$ cat src/rtl/dds_seq_pkg.sv
`default_nettype none
// ============================================================================
// Module      : dds_seq_pkg
// Description : Shared types and constants for the DDS register sequencer:
//               sequencer state encoding, AD9852 register map constants,
//               the native {addr, data} write entry and a small helper
//               used to size the timing counter.
//               Optional build macro: DDS_SEQ_MASTER_RESET_EN adds the
//               MRST state to the state encoding.
// Revision    : 1.0 - initial release
// ============================================================================
package dds_seq_pkg;

  // Sequencer states. MRST exists only when the master-reset prologue is built.
  typedef enum logic [2:0] {
    ST_IDLE   = 3'd0,
`ifdef DDS_SEQ_MASTER_RESET_EN
    ST_MRST   = 3'd1,
`endif
    ST_SETUP  = 3'd2,
    ST_STROBE = 3'd3,
    ST_HOLD   = 3'd4,
    ST_UPDATE = 3'd5,
    ST_DONE   = 3'd6
  } dds_seq_state_t;

  // Native AD9852 parallel-port widths.
  localparam int AD_AW = 6;
  localparam int AD_DW = 8;

  // AD9852 register map (byte addresses on the parallel port).
  localparam logic [AD_AW-1:0] PTW1_FIRST = 6'h00;
  localparam logic [AD_AW-1:0] PTW1_LAST  = 6'h01;
  localparam logic [AD_AW-1:0] PTW2_FIRST = 6'h02;
  localparam logic [AD_AW-1:0] PTW2_LAST  = 6'h03;
  localparam logic [AD_AW-1:0] FTW1_FIRST = 6'h04;
  localparam logic [AD_AW-1:0] FTW1_LAST  = 6'h09;
  localparam logic [AD_AW-1:0] FTW2_FIRST = 6'h0A;
  localparam logic [AD_AW-1:0] FTW2_LAST  = 6'h0F;
  localparam logic [AD_AW-1:0] DFW_FIRST  = 6'h10;
  localparam logic [AD_AW-1:0] DFW_LAST   = 6'h15;
  localparam logic [AD_AW-1:0] RAMP_FIRST = 6'h1A;
  localparam logic [AD_AW-1:0] RAMP_LAST  = 6'h1C;
  localparam logic [AD_AW-1:0] CTRL_PLL   = 6'h1E;
  localparam logic [AD_AW-1:0] CTRL_MODE  = 6'h1F;
  localparam logic [AD_AW-1:0] CTRL_UPD   = 6'h20;

  // One register write at the chip's native widths.
  typedef struct packed {
    logic [AD_AW-1:0] addr;
    logic [AD_DW-1:0] data;
  } dds_entry_t;

  function automatic int max_of(input int a, input int b);
    return (a > b) ? a : b;
  endfunction

endpackage : dds_seq_pkg
`default_nettype wire

$ cat src/rtl/dds_seq_fifo.sv
`default_nettype none
// ============================================================================
// Module      : dds_seq_fifo
// Description : Single-clock show-ahead FIFO holding pending register writes.
//               rdata always presents the head entry; pop advances it.
//               Pushes while full and pops while empty are ignored.
// Ports       : clk, rst (async, active high)
//               push, wdata   - enqueue request and entry
//               pop           - dequeue request
//               rdata         - head entry (valid while !empty)
//               full, empty   - occupancy flags
//               level         - occupancy, 0..DEPTH
// Revision    : 1.0 - initial release
// ============================================================================
module dds_seq_fifo #(
  parameter  int DEPTH = 32,
  parameter  int WIDTH = 14,
  localparam int PW    = $clog2(DEPTH),
  localparam int LW    = PW + 1
) (
  input  logic             clk,
  input  logic             rst,
  input  logic             push,
  input  logic [WIDTH-1:0] wdata,
  input  logic             pop,
  output logic [WIDTH-1:0] rdata,
  output logic             full,
  output logic             empty,
  output logic [LW-1:0]    level
);

  logic [WIDTH-1:0] mem_q [DEPTH];
  logic [PW-1:0]    wr_ptr_q, wr_ptr_d;
  logic [PW-1:0]    rd_ptr_q, rd_ptr_d;
  logic [LW-1:0]    level_q, level_d;
  logic             push_ok, pop_ok;

  assign full    = (level_q == LW'(DEPTH));
  assign empty   = (level_q == '0);
  assign level   = level_q;
  assign push_ok = push && !full;
  assign pop_ok  = pop && !empty;
  assign rdata   = mem_q[rd_ptr_q];

  // DEPTH is a power of two, so the pointers wrap naturally.
  always_comb begin
    wr_ptr_d = wr_ptr_q;
    rd_ptr_d = rd_ptr_q;
    level_d  = level_q;
    if (push_ok) wr_ptr_d = wr_ptr_q + PW'(1);
    if (pop_ok)  rd_ptr_d = rd_ptr_q + PW'(1);
    case ({push_ok, pop_ok})
      2'b10:   level_d = level_q + LW'(1);
      2'b01:   level_d = level_q - LW'(1);
      default: level_d = level_q;
    endcase
  end

  always_ff @(posedge clk or posedge rst) begin
    if (rst) begin
      wr_ptr_q <= '0;
      rd_ptr_q <= '0;
      level_q  <= '0;
    end else begin
      wr_ptr_q <= wr_ptr_d;
      rd_ptr_q <= rd_ptr_d;
      level_q  <= level_d;
    end
  end

  // Storage needs no reset: the pointers define which words are valid.
  always_ff @(posedge clk) begin
    if (push_ok) mem_q[wr_ptr_q] <= wdata;
  end

endmodule : dds_seq_fifo
`default_nettype wire

$ cat src/rtl/dds_reg_sequencer.sv
`default_nettype none
// ============================================================================
// Module      : dds_reg_sequencer
// Description : Replays a queued list of {address, data} register writes on
//               the AD9852 parallel port with programmable setup / strobe /
//               hold timing, then issues one I/O-update (UDCLK) pulse.
//               Optional build macro: DDS_SEQ_MASTER_RESET_EN - each burst
//               starts with a DDS master-reset pulse of RST_CYCLES cycles
//               followed by 2 quiet cycles.
// Ports       : CLK, RST (async, active high)
//               PUSH, PUSH_ADDR, PUSH_DATA - enqueue one register write
//               START                      - begin a burst (acted on in IDLE)
//               FULL, LEVEL                - FIFO status
//               BUSY, READY                - burst in progress / done pulse
//               AOUT, DOUT, WRB, UDCLK     - DDS parallel port
//               DDS_RESET                  - DDS master reset
//               CONFIGERR                  - sticky overflow / empty-start flag
// Revision    : 1.0 - initial release
// ============================================================================
module dds_reg_sequencer
  import dds_seq_pkg::*;
#(
  parameter int AW         = 6,
  parameter int DW         = 8,
  parameter int DEPTH      = 32,
  parameter int T_SETUP    = 2,
  parameter int T_WR       = 2,
  parameter int T_HOLD     = 1,
  parameter int UPD_CYCLES = 4,
  parameter int RST_CYCLES = 10
) (
  input  logic                   CLK,
  input  logic                   RST,
  input  logic                   PUSH,
  input  logic [AW-1:0]          PUSH_ADDR,
  input  logic [DW-1:0]          PUSH_DATA,
  input  logic                   START,
  output logic                   FULL,
  output logic [$clog2(DEPTH):0] LEVEL,
  output logic                   BUSY,
  output logic                   READY,
  output logic [AW-1:0]          AOUT,
  output logic [DW-1:0]          DOUT,
  output logic                   WRB,
  output logic                   UDCLK,
  output logic                   DDS_RESET,
  output logic                   CONFIGERR
);

  localparam int LW = $clog2(DEPTH) + 1;
  localparam int EW = AW + DW;

  // MRST reuses the timing counter for reset pulse plus its 2 quiet cycles.
`ifdef DDS_SEQ_MASTER_RESET_EN
  localparam int TMAX = max_of(max_of(max_of(T_SETUP, T_WR), max_of(T_HOLD, UPD_CYCLES)),
                               RST_CYCLES + 2);
`else
  localparam int TMAX = max_of(max_of(T_SETUP, T_WR), max_of(T_HOLD, UPD_CYCLES));
`endif
  localparam int CW = $clog2(TMAX) + 1;

  localparam logic [CW-1:0] CNT_SETUP = CW'(T_SETUP);
  localparam logic [CW-1:0] CNT_WR    = CW'(T_WR);
  localparam logic [CW-1:0] CNT_HOLD  = CW'(T_HOLD);
  localparam logic [CW-1:0] CNT_UPD   = CW'(UPD_CYCLES);

`ifdef DDS_SEQ_MASTER_RESET_EN
  localparam dds_seq_state_t  FIRST_ST  = ST_MRST;
  localparam logic [CW-1:0]   FIRST_CNT = CW'(RST_CYCLES + 2);
`else
  localparam dds_seq_state_t  FIRST_ST  = ST_SETUP;
  localparam logic [CW-1:0]   FIRST_CNT = CNT_SETUP;
`endif

  // Elaboration-time parameter sanity.
  if (T_SETUP < 1 || T_WR < 1 || T_HOLD < 1 || UPD_CYCLES < 1 || RST_CYCLES < 1)
  begin : g_bad_timing
    $error("dds_reg_sequencer: timing parameters must be >= 1");
  end
  if (DEPTH < 4 || DEPTH > 256 || (DEPTH & (DEPTH - 1)) != 0) begin : g_bad_depth
    $error("dds_reg_sequencer: DEPTH must be a power of two in 4..256");
  end

  typedef struct packed {
    logic [AW-1:0] addr;
    logic [DW-1:0] data;
  } entry_t;

  entry_t         head;
  logic           fifo_full, fifo_empty;
  logic [LW-1:0]  fifo_level;
  logic           pop;
  logic           push_ok;
  logic           last_tick;
  logic           bus_active;
  logic [CW-1:0]  cnt_dec;

  dds_seq_state_t state_q, state_d;
  logic [CW-1:0]  cnt_q, cnt_d;
  logic           cfgerr_q, cfgerr_d;

  dds_seq_fifo #(
    .DEPTH (DEPTH),
    .WIDTH (EW)
  ) u_fifo (
    .clk   (CLK),
    .rst   (RST),
    .push  (PUSH),
    .wdata ({PUSH_ADDR, PUSH_DATA}),
    .pop   (pop),
    .rdata (head),
    .full  (fifo_full),
    .empty (fifo_empty),
    .level (fifo_level)
  );

  assign push_ok   = PUSH && !fifo_full;
  assign last_tick = (cnt_q == CW'(1));
  assign cnt_dec   = cnt_q - CW'(1);

  always_comb begin
    state_d  = state_q;
    cnt_d    = cnt_q;
    cfgerr_d = cfgerr_q;
    pop      = 1'b0;

    case (state_q)
      ST_IDLE: begin
        if (START) begin
          if (!fifo_empty) begin
            cfgerr_d = 1'b0;
            state_d  = FIRST_ST;
            cnt_d    = FIRST_CNT;
          end else begin
            cfgerr_d = 1'b1;
          end
        end
      end
`ifdef DDS_SEQ_MASTER_RESET_EN
      ST_MRST: begin
        if (last_tick) begin
          state_d = ST_SETUP;
          cnt_d   = CNT_SETUP;
        end else begin
          cnt_d = cnt_dec;
        end
      end
`endif
      ST_SETUP: begin
        if (last_tick) begin
          state_d = ST_STROBE;
          cnt_d   = CNT_WR;
        end else begin
          cnt_d = cnt_dec;
        end
      end
      ST_STROBE: begin
        if (last_tick) begin
          state_d = ST_HOLD;
          cnt_d   = CNT_HOLD;
        end else begin
          cnt_d = cnt_dec;
        end
      end
      ST_HOLD: begin
        if (last_tick) begin
          pop = 1'b1;
          // An entry accepted on this same edge keeps the burst going.
          if (fifo_level > LW'(1) || push_ok) begin
            state_d = ST_SETUP;
            cnt_d   = CNT_SETUP;
          end else begin
            state_d = ST_UPDATE;
            cnt_d   = CNT_UPD;
          end
        end else begin
          cnt_d = cnt_dec;
        end
      end
      ST_UPDATE: begin
        if (last_tick) begin
          state_d = ST_DONE;
        end else begin
          cnt_d = cnt_dec;
        end
      end
      ST_DONE: begin
        state_d = ST_IDLE;
      end
      default: begin
        state_d = ST_IDLE;
      end
    endcase

    // Overflow sets the flag after any clear, so it is never lost.
    if (PUSH && fifo_full) cfgerr_d = 1'b1;
  end

  always_ff @(posedge CLK or posedge RST) begin
    if (RST) begin
      state_q  <= ST_IDLE;
      cnt_q    <= '0;
      cfgerr_q <= 1'b0;
    end else begin
      state_q  <= state_d;
      cnt_q    <= cnt_d;
      cfgerr_q <= cfgerr_d;
    end
  end

  // The head entry cannot change while presented: pops happen only on the
  // final HOLD edge and pushes never touch the head slot of a non-empty FIFO.
  assign bus_active = (state_q == ST_SETUP) || (state_q == ST_STROBE) ||
                      (state_q == ST_HOLD);

  assign AOUT      = bus_active ? head.addr : '0;
  assign DOUT      = bus_active ? head.data : '0;
  assign WRB       = (state_q != ST_STROBE);
  assign UDCLK     = (state_q == ST_UPDATE);
  assign BUSY      = (state_q != ST_IDLE) && (state_q != ST_DONE);
  assign READY     = (state_q == ST_DONE);
  assign FULL      = fifo_full;
  assign LEVEL     = fifo_level;
  assign CONFIGERR = cfgerr_q;

`ifdef DDS_SEQ_MASTER_RESET_EN
  // The last two MRST counts are the quiet gap after the reset pulse.
  assign DDS_RESET = (state_q == ST_MRST) && (cnt_q > CW'(2));
`else
  assign DDS_RESET = 1'b0;
`endif

endmodule : dds_reg_sequencer
`default_nettype wire

$ cat config.mk
export PLATFORM = sky130hd
export DESIGN_NAME = dds_reg_sequencer
export DESIGN_NICKNAME = d
export VERILOG_FILES = /design/src/rtl/dds_seq_pkg.sv /design/src/rtl/dds_seq_fifo.sv /design/src/rtl/dds_reg_sequencer.sv
export SDC_FILE = /design/constraint.sdc
export NUM_CORES = 1
export LEC_CHECK = 0
export CAP_MARGIN = 20
export CORE_UTILIZATION = 30
export CTS_CLUSTER_SIZE = 12
export DETAILED_ROUTE_END_ITERATION = 12
export HOLD_SLACK_MARGIN = 0.08
export PLACE_DENSITY_LB_ADDON = 0.3
export SLEW_MARGIN = 0
export SYNTH_ARGS = -nofsm -noshare
export SYNTH_HDL_FRONTEND = slang
export SYNTH_SLANG_ARGS = --single-unit
$ cat constraint.sdc
create_clock -name CLK -period 6.57 [get_ports CLK]
set_input_delay 0.657 -clock CLK [delete_from_list [all_inputs] [get_ports CLK]]
set_output_delay 0.657 -clock CLK [all_outputs]
set_load 0.005 [all_outputs]
Word-level counts from Yosys, hierarchy flattened --
Memories as Yosys holds them, arrays and structs flattened. Cells that the tools add are included.
Storage, ports and cells: logic and storage cells 75, memory bits (writable) 448, memories 1, flip-flop bits (word level) 23, input port bits 18
Cells by class: equal/unequal tests 18, $lt $le $gt $ge 1, reduce and logical (&&, ||, !) cells 19, multiplexer cells 25, $add $sub $neg 5
Memories:
- u_fifo.mem_q | words 32, bits a word 14, rd ports 1, clocked after memory_dff 0, write ports 1, line dds_seq_fifo.sv:32 | logic [WIDTH-1:0] mem_q [DEPTH];
Operator list (count):
- $mux 3 | 12
- $pmux 3 s5 | 2
- $ne 2x2->1 const B | 6
- $pmux 6 s2 | 1
- $add 5x1->5 const B | 2
- $eq 3x3->1 const B | 3
- $mux 1 | 8
- $mux 8 | 1
- $add 6x1->6 const B | 1
- $eq 3x2->1 const B | 2
- $eq 6x6->1 const B | 1
- $gt 6x1->1 const B | 1
- $logic_not 6->1 | 1
- $mux 6 | 1
- $reduce_and 6->1 | 1
- $reduce_bool 2->1 | 3
- $sub 6x1->6 const B | 1
- $reduce_bool 5->1 | 1
- $logic_and 1x1->1 | 4
- $reduce_and 4->1 | 1
- $eq 3x1->1 const B | 1
- $logic_not 3->1 | 1
- $logic_or 1x1->1 | 3
- $ne 3x2->1 const B | 1
- 8 further kinds | 9

Longest topological paths before layout --
word-level depth 7, mapped depth 12, gate-level depth less buffers 10

Hierarchy --
Synthesis repeated with hierarchy kept, for this count alone.
Second synthesis, totals: cell total of the unflattened synthesis 967, area, all modules 18854.3 sq um
By module, submodules not included:
- dds_seq_fifo | sequential area each 13853.3 sq um, cells each 871, area each 18118.6 sq um, instances 1
- dds_reg_sequencer | sequential area each 175.2 sq um, cells each 96, area each 735.7 sq um, instances 1

Least setup slack after synthesis --
OpenSTA, ideal clock, no wires.
path type register to register, start point register u_fifo.level_q[0] (netlist: u_fifo.level[0]), end point memory u_fifo.mem_q[23][0] (enable), library setup time 0.406 ns, stages on the path, launching flop included 8, buffers on the path 1, period minus slack after synthesis 2.950 ns, data arrival time 2.544 ns, setup slack 3.620 ns, path through dfrtp_1 > inv_1 > ha_1 > nor4b_2 > a21boi_1 > buf_2 > nand3_1 > nor3b_1
On the way: word-level cells in the longest chain between the ends 5
Ends and longest elaborated chain:
- from (decl) | line dds_seq_fifo.sv:35 | logic [LW-1:0] level_q, level_d;
- from (signal assigned) | line dds_seq_fifo.sv:67 | level_q <= level_d;
- $eq 6x6->1 | line dds_seq_fifo.sv:38 | assign full = (level_q == LW'(DEPTH));
- $logic_not 1->1 | line dds_seq_fifo.sv:41 | assign push_ok = push && !full;
- $logic_and 1x1->1 | line dds_seq_fifo.sv:41
- $mux 1 | line dds_seq_fifo.sv:73 | if (push_ok) mem_q[wr_ptr_q] <= wdata;
- $mux 1 (implied by the code) | line dds_seq_fifo.sv:73
- to (decl) | line dds_seq_fifo.sv:32
No other way between the ends.

Worst setup path after layout --
start point register u_fifo.rd_ptr_q[0], end point output port DOUT[5]
On the way: word-level cells in the longest chain between the ends 2
Ends and longest elaborated chain:
- from (decl) | line dds_seq_fifo.sv:34 | logic [PW-1:0] rd_ptr_q, rd_ptr_d;
- from (signal assigned) | line dds_seq_fifo.sv:66 | rd_ptr_q <= rd_ptr_d;
- $mem_v2 32x14
- $mux 8 | line dds_reg_sequencer.sv:217 | assign DOUT = bus_active ? head.data : '0;
- to (decl) | line dds_reg_sequencer.sv:43 | output logic [DW-1:0] DOUT,
No other way between the ends.

==> metrics <==
dominant cells by area after synthesis edfxtp_1 71%, mux4_2 9.7%, mux2i_1 3.1%; outcome completed; Initial Util 30.48%; post-synthesis sequential area ratio 74.45%; Resized Gates After CTS 0; Antenna Cells 0; Post-synth EDFFs 448; final setup margin 1808 ps; Yosys Warn Count 0; Num Clock Sinks 471; Cell Area, Synth 18840 um2; Top Ports 45; wire length per cell 23.25 um; fmax 0.2100 GHz; die width 252.6 um; CTS Hold Bufs 0; final worst path period need 4762 ps; Max Root-Sink Buffers 3; most instantiated cells after synthesis 448 x edfxtp_1, 81 x mux4_2, 58 x mux2i_1, 40 x nor2_1, 25 x clkbuf_1; CTS Buf Count 50; Total GRT Usage 14.14%; Cell Pwr Density 341.6 nW/um2; Detailed Route Iter0 Violations 663; vias in the first global route 9403; worst path cell trace buf_12, buf_4, mux2i_1, o22ai_1, a2111oi_2, a211oi_2, clkdlybuf4s50_1; Setup crit start kind flip-flop; Post-route DRC 0; nets 1068; Rows 91; Final Cell Area 22040 um2; Vias/cell 4.851; unrepaired setup endpoints after global routing false; total wire length 44330 um; largest net degree at the start of global routing 51; GPL Wtd Cong 0.7721; Fin Setup TNS 0 ps; Worst path max stage delay 1080 ps; worst r2r src u_fifo.level[0]; Tcrit/Tclk final 72.48%; Layout area overhead 16.97%; post-route ant nets 0; Core Box Area 61830 um2; Max-slew headroom 22.15%; most frequent cell after synthesis edfxtp_1; initial antenna violation count 0; Critical Path AT 4110 ps; share of post-route cells with drive strength above 1 22.34%; htree depth 2; Pins Over Slew Limit 0; worst min path class input pin to async pin; Synth cell types 58; Worst path slowest cell dfrtp_4; Leak 6.824 nW; first-pass GRT wire length 65170 um; clock slew at reported path FFs 60 ps; I/O Buffers 43; clock skew 27.23 ps; grt ovf 0; worst-margin pin slew 1168 ps; Die ar. 63810 um2; Setup crit end kind output port; Max Cap Viol 0; clk root buf clkbuf_16; setup slack at placement 2282 ps; Crit Path Category flip-flop to output port; post-DP HPWL 26410 um; dpl cell area 20480 um2; final setup fails 0; # Post-CTS Setup Buffers 0; Max Fanout on Critical Path 50; Setup crit start u_fifo.rd_ptr_q[0]; VDD IR max 0.0001742 V; share of the core filled with cells 35.65%; ys async rst share 4.883%; Chip Height 252.6 um; Synth area leader edfxtp_1; WP data required 5910 ps; drt pass-1 iters 5; top cell family by delay on the critical path buffers and inverters; Clock Latency Late Sink 590 ps; flops & latches, synth 471; Post-synth top flop edfxtp_1; Synth top area share 71.40%; Mapped Nets 971; CTS tree built; final hold vios 0; CP bufs+invs 3; Synth Instances 941; detailed-route via count 9251; Avg Inst Size Synth 20.02 um2
state kept, by name, indices dropped and copies added (netlist names):
signal,flops
state_q,3
cnt_q,3
u_fifo.rd_ptr_q,5
u_fifo.level,6
CONFIGERR,1
u_fifo.mem_q,448
u_fifo.wr_ptr_q,5
kinds of logic after synthesis:
logic type / after synthesis / synth area share (%)
other: 1 / 0.01990
xor gates and xnor gates: 14 / 0.6507
adders and majority gates: 12 / 0.7968
AOI/OAI and AO/OA: 130 / 5.791
and+or+nand+nor: 99 / 2.676
muxes: 144 / 13.38
buffers and inverters: 70 / 2.231
DFF: 471 / 74.45
final cells by class:
| cell class | count | area [um2] |
|---|---|---|
| Tap cell | 837 | 1047 |
| Inverter | 14 | 52.55 |
| Multi-Input combinational cell | 400 | 4422 |
| Clock buffer | 69 | 1373 |
| Fill cell | 5689 | 39790 |
| Clock inverter | 15 | 156.4 |
| Sequential cell | 471 | 14030 |
| Timing Repair Buffer | 101 | 953.4 |
cells in the final DEF (no fill, tap or decap), types with 14 or more instances in the layout:
master	n
nor2_1	40
clkbuf_16	50
buf_4	52
o22ai_1	14
edfxtp_1	448
dfrtp_1	20
o221ai_1	14
mux4_2	81
a21oi_1	19
clkbuf_1	14
mux2i_1	58
clkdlybuf4s50_1	43
nand2_1	20
path summary, 6_finish.rpt:
check                                           to  slack (ps)  depth (start not counted)
worst max register to register     u_fifo.level[5]        3420                          9
worst min-delay path                    state_q[0]         340                          2
max in group asynchronous       u_fifo.rd_ptr_q[2]        5790                          3
worst min register to register           CONFIGERR         500                          2
worst max-delay path                       DOUT[5]        1810                          7
min in group CLK                         CONFIGERR         500                          2
layer usage:
metal | up-vias | GRT usage (%) | routed length, um
met5 | - | 0 | 0
met4 | 0 | 4.312 | 882
met3 | 57 | 3.028 | 2322
met2 | 215 | 21.78 | 20670
met1 | 4880 | 19.93 | 20450
li1 | 4099 | - | -
per-stage QoR:
stage | hold WS, ps | total power, mW | cells
CTS | 510.0 | 7.628 | 1906
global route | 360.4 | 7.841 | 1907
global placement | 479.7 | 4.926 | 1818
floorplan | 476.4 | 4.452 | 941
detailed placement | 491.5 | 4.942 | 1822
finish | 339.9 | 7.529 | 1907
worst register-to-register path, delay by kind of cell, from the launching register on:
kind / cells / cell delay, ps
adders and majority gates: 2 / 640
DFF: 1 / 480
AOI/OAI and AO/OA: 3 / 1040
xor gates and xnor gates: 1 / 130
and+or+nand+nor: 2 / 650
buffers and inverters: 1 / 100
where the power goes:
part           internal (mW)  total, mW  switching, mW
Clock                   1.54       2.67           1.13
Combinational          0.526       1.16          0.632
Sequential              3.52       3.70          0.181
Total                   5.58       7.53           1.94
Power figures use the tool's default switching activity.
